File: src/rtl/bus_arbiter.sv
// Two-master round-robin bus arbiter with a hold timeout. Grant, mux select and
// abort pulse are registered so that no combinational path runs from requests to grant.
module bus_arbiter #(
  parameter int unsigned TIMEOUT = 1000
) (
  input  logic       clk,
  input  logic       reset,
  input  logic [1:0] m_req,
  input  logic [1:0] m_done,
  output logic [1:0] grant,
  output logic       mux_sel,
  output logic       bus_busy,
  output logic       timeout_abort
);

  typedef enum logic [1:0] {IDLE, GRANT_M1, GRANT_M2, RELEASE} state_t;

  localparam logic [15:0] CNT_MAX = 16'(TIMEOUT - 1);

  state_t      state, state_nxt;
  logic [15:0] hold_cnt, hold_cnt_nxt;
  logic        last_owner, last_owner_nxt;  // 0 = master 1, 1 = master 2
  logic [1:0]  grant_nxt;
  logic        mux_sel_nxt;
  logic        abort_nxt;
  logic        owner;
  logic        pick_m2;

  assign owner   = (state == GRANT_M2);
  // On a tie the master that did not own the bus last goes first.
  assign pick_m2 = (m_req == 2'b10) || ((m_req == 2'b11) && !last_owner);

  // NOTE: every next-value gets a default before the case so no latch is inferred.
  always_comb begin
    state_nxt      = state;
    hold_cnt_nxt   = hold_cnt;
    last_owner_nxt = last_owner;
    mux_sel_nxt    = mux_sel;
    grant_nxt      = 2'b00;
    abort_nxt      = 1'b0;
    case (state)
      IDLE: begin
        if (m_req != 2'b00) begin
          state_nxt      = pick_m2 ? GRANT_M2 : GRANT_M1;
          grant_nxt      = pick_m2 ? 2'b10 : 2'b01;
          mux_sel_nxt    = pick_m2;
          last_owner_nxt = pick_m2;
          hold_cnt_nxt   = 16'd0;
        end
      end
      GRANT_M1, GRANT_M2: begin
        if (m_done[owner] || !m_req[owner]) begin
          state_nxt = RELEASE;
        end else if ((hold_cnt == CNT_MAX) && m_req[~owner]) begin
          state_nxt = RELEASE;
          abort_nxt = 1'b1;
        end else begin
          grant_nxt = grant;
          if (hold_cnt != CNT_MAX) hold_cnt_nxt = hold_cnt + 16'd1;
        end
      end
      RELEASE: state_nxt = IDLE;
      default: state_nxt = IDLE;
    endcase
  end

  // NOTE: sequential state uses non-blocking assignments only.
  always_ff @(posedge clk) begin
    if (reset) begin
      state         <= IDLE;
      hold_cnt      <= 16'd0;
      last_owner    <= 1'b1;
      grant         <= 2'b00;
      mux_sel       <= 1'b0;
      timeout_abort <= 1'b0;
    end else begin
      state         <= state_nxt;
      hold_cnt      <= hold_cnt_nxt;
      last_owner    <= last_owner_nxt;
      grant         <= grant_nxt;
      mux_sel       <= mux_sel_nxt;
      timeout_abort <= abort_nxt;
    end
  end

  assign bus_busy = |grant;

endmodule

File: config.mk
export PLATFORM = sky130hd
export DESIGN_NAME = bus_arbiter
export DESIGN_NICKNAME = d
export VERILOG_FILES = /design/src/rtl/bus_arbiter.sv
export SDC_FILE = /design/constraint.sdc
export NUM_CORES = 1
export LEC_CHECK = 0
export ABC_CLOCK_PERIOD_IN_PS = 2700
export BUFFER_PORTS_ARGS = -buffer_cell sky130_fd_sc_hd__buf_2
export CORE_MARGIN = 2
export CORE_UTILIZATION = 45
export CTS_CLUSTER_SIZE = 10
export DETAILED_ROUTE_END_ITERATION = 7
export PLACE_DENSITY_LB_ADDON = 0.12
export SLEW_MARGIN = 40
export SYNTH_ARGS = -nofsm -noshare
export SYNTH_HDL_FRONTEND = slang
export SYNTH_SLANG_ARGS = --single-unit
File: constraint.sdc
create_clock -name clk -period 2.7 [get_ports clk]
set_clock_uncertainty 0.15 [all_clocks]
set_input_delay 0.405 -clock clk [delete_from_list [all_inputs] [get_ports clk]]
set_output_delay 0.405 -clock clk [all_outputs]
set_load 0.02 [all_outputs]
==> summary.md <==
| Metric | Value |
|---|---|
| Largest fanout on the critical path | `9` |
| Global route total overflow | `0` |
| H-tree depth | `1` |
| Sink Count | `23` |
| # fillers | `roughly 270` |
| Final WS setup | `568 ps` |
| CTS tree | `done` |
| Layout cells sized above 1 | `0.175` |
| DRC Markers | `0` |
| Maximum vdd drop | `0.495 mV` |
| Slowest library cell on the worst path | `or3b_1` |
| Synth area leader | `dfxtp_1` |
| Seq cells post-synth | `23` |
| Max_slew headroom | `0.606` |
| Max-Cap Viols | `0` |
| Setup TNS | `0 ps` |
| DR WL met2 | `about 1200 um` |
| Wirelength per Cell | `roughly 14 um` |
| DR vias/cell | `5.86` |
| Postcts setup bufs | `0` |
| Routed vias | `approximately 1100` |
| Mapped Area | `about 1300 sq um` |
| Pre-CTS WS | `~580 ps` |
| Antenna violations before repair | `0` |
| Slew @ Worst Pin | `about 600 ps` |
| Clock Root Buffer | `clkbuf_4` |
| Drt pass-1 iters | `4` |
| Critical Path End Type | `flop` |
| Cts hold-fix bufs | `0` |
| Initial Utilization | `0.464` |
| Hold Path Class | `primary input to flop` |
| Power after layout | `0.998 mW` |
| Detailed Route WL | `about 2600 um` |
| LEAKAGE | `0.528 nW` |
| Final period utilization | `0.790` |
| FMAX | `approximately 470 MHz` |
| Placer Congestion | `around 0.88` |
| Metal-1 WL | `1380 um` |
| Die Height | `56.8 um` |
| Yosys top cell area share | `0.367` |
| Longest Clk Path Bufs | `2` |
| Largest net degree at the start of global routing | `15` |
| Placement Cell Area | `around 1300 sq um` |
| DRT antenna net count | `0` |
| EDFF count, synth | `0` |
| Core Region | `approximately 2700 sq um` |
| Crit path launch type | `flop` |
| Worst path cell trace | `inv_1 > ha_1 > or3b_1 > a21boi_4 > and3_1 > nand3_1 > o21ai_1` |
| FFs w/ async S/R, synth | `0` |
| Post-placement cell count | `about 190` |
| Pwr dens | `between 700 and 800 nW/um^2` |
| Routed wl met3 | `62 um` |
| Syn_nets | `160` |
| Family with the most delay on the worst path | `simple AND/OR/NAND/NOR gates` |
| Nets | `170` |
| Hold Violations, Final | `0` |
| Min cycle time layout | `between 2000 and 2500 ps` |
| Outcome | `finished, final reports clean` |
| Dpl hpwl | `~2000 um` |
| Area grow syn2layout | `6.87%` |
| Cts repair resizes | `0` |
| Die area | `about 3200 sq um` |
| All-Layer GR Usage | `0.177` |
| Setup violators final | `0` |
| Total CTS buffers | `3` |
| Global-route wire length before repair | `~4600 um` |
| Port Buffer Count | `10` |
| Reg clk slew, reported paths | `140 ps` |
| CP peak stage delay | `about 420 ps` |
| Die W | `56.8 um` |
| Worst Path Buf+Inv | `1` |
| Most frequent cells in the layout | `dfxtp_1, o21ai_0, a21oi_1, nor2_1, nand2_1` |
| Ys flop type | `dfxtp_1` |
| Unique masters post-synth | `42` |
| # IOs | `11` |
| Iter 0 DRT Violations | `26` |
| Syn Inst Count | `151` |
| Post-Layout Inst Area | `1340 sq um` |
| Critical path arrival | `about 2300 ps` |
| Fin cells | `about 190` |
| Clk_lat worst skew | `320 ps` |
| Largest cells by area after synthesis | `dfxtp_1, o21ai_0, a21oi_1, nand2_1, nor2_1` |
| WS Path Type | `flop to flop` |
| Critical path required time | `2810 ps` |
| Most common cell after layout, fill and taps aside | `dfxtp_1` |
| Unrepaired setup endpoints after global routing | `false` |
| Number of diodes | `0` |
| Max Slew Vio Count | `0` |
| Post-synthesis sequential area ratio | `0.367` |
| Yosys warning total | `0` |
| Row count | `19` |
| Topmost layer with routed signal wires | `met4` |
| Vias in the first global route | `1045` |
| Mean Syn Cell Area | `between 8 and 9 sq um` |
-- final timing paths --
path,start,end,slack [ps],cells after the start
setup / recovery,state[0],hold_cnt[11],570,7
hold reg to reg,hold_cnt[1],hold_cnt[1],340,2
setup reg to reg,state[0],hold_cnt[11],570,7
hold / removal,reset,grant[0],270,2
-- sequential cells by signal, indices dropped and copies added (netlist names) --
name	count
grant	2
mux_sel	1
hold_cnt	16
last_owner	1
state	2
timeout_abort	1
-- through the flow --
| stage | hold slack (ps) | util |
|---|---|---|
| after floorplan | 299 | - |
| after global placement | 315 | 0.485 |
| after detailed placement | 325 | 0.485 |
| after CTS | 269 | 0.495 |
| after global routing | 280 | 0.495 |
| final | 273 | 0.495 |
-- cells in the mapped netlist (2+ instances only) --
| cell | instances |
|---|---|
| a21oi_1 | 13 |
| a31oi_1 | 3 |
| and2_1 | 4 |
| and3_1 | 4 |
| buf_6 | 2 |
| clkbuf_1 | 3 |
| dfxtp_1 | 23 |
| ha_1 | 3 |
| inv_1 | 5 |
| mux2i_1 | 2 |
| nand2_1 | 11 |
| nand3_1 | 8 |
| nand4_1 | 5 |
| nor2_1 | 11 |
| nor2b_1 | 2 |
| nor4_2 | 2 |
| o21ai_0 | 17 |
| o21ai_1 | 7 |
| o31ai_1 | 3 |
-- routing by layer --
metal / GRT usage / up-vias
met3: 0.0276 / 6
li1: - / 577
met5: 0 / -
met4: 0.0831 / 0
met1: 0.251 / 522
met2: 0.261 / 15
-- power by group --
| part | internal (mW) | switching, mW |
|---|---|---|
| Clock | 0.0554 | 0.107 |
| Combinational | 0.171 | 0.275 |
| Sequential | 0.371 | 0.0199 |
| Total | 0.597 | 0.401 |
-- layout make-up --
| type | instances | area [sq um] | share of cell area |
|---|---|---|---|
| sequential | 23 | 460 | 0.343 |
| inverter | 5 | 18.8 | 0.0140 |
| clock buffer | 3 | 22.5 | 0.0168 |
| multi-input combinational | 117 | 739 | 0.551 |
| timing repair buffer | 11 | 57.6 | 0.0429 |
| clock inverter | 1 | 5.00 | 0.00373 |
| tap | 31 | 38.8 | 0.0289 |
-- cell families (layout without fill, tap and decap cells) --
logic type | after synthesis | in the layout | synth area share
and+or+nand+nor | 60 | 60 | 0.280
adders and majority gates | 3 | 3 | 0.0299
DFF | 23 | 23 | 0.367
muxes | 3 | 3 | 0.0249
AOI/OAI and AO/OA | 51 | 51 | 0.254
buffers and inverters | 11 | 20 | 0.0448
-- worst reg2reg max path, stage by stage, from the launching register on --
cell      delay, ps
dfxtp_1         330
inv_1            60
ha_1            230
or3b_1          420
a21boi_4        240
and3_1          380
nand3_1         140
o21ai_1         140
(Power assumes the default switching activity.)
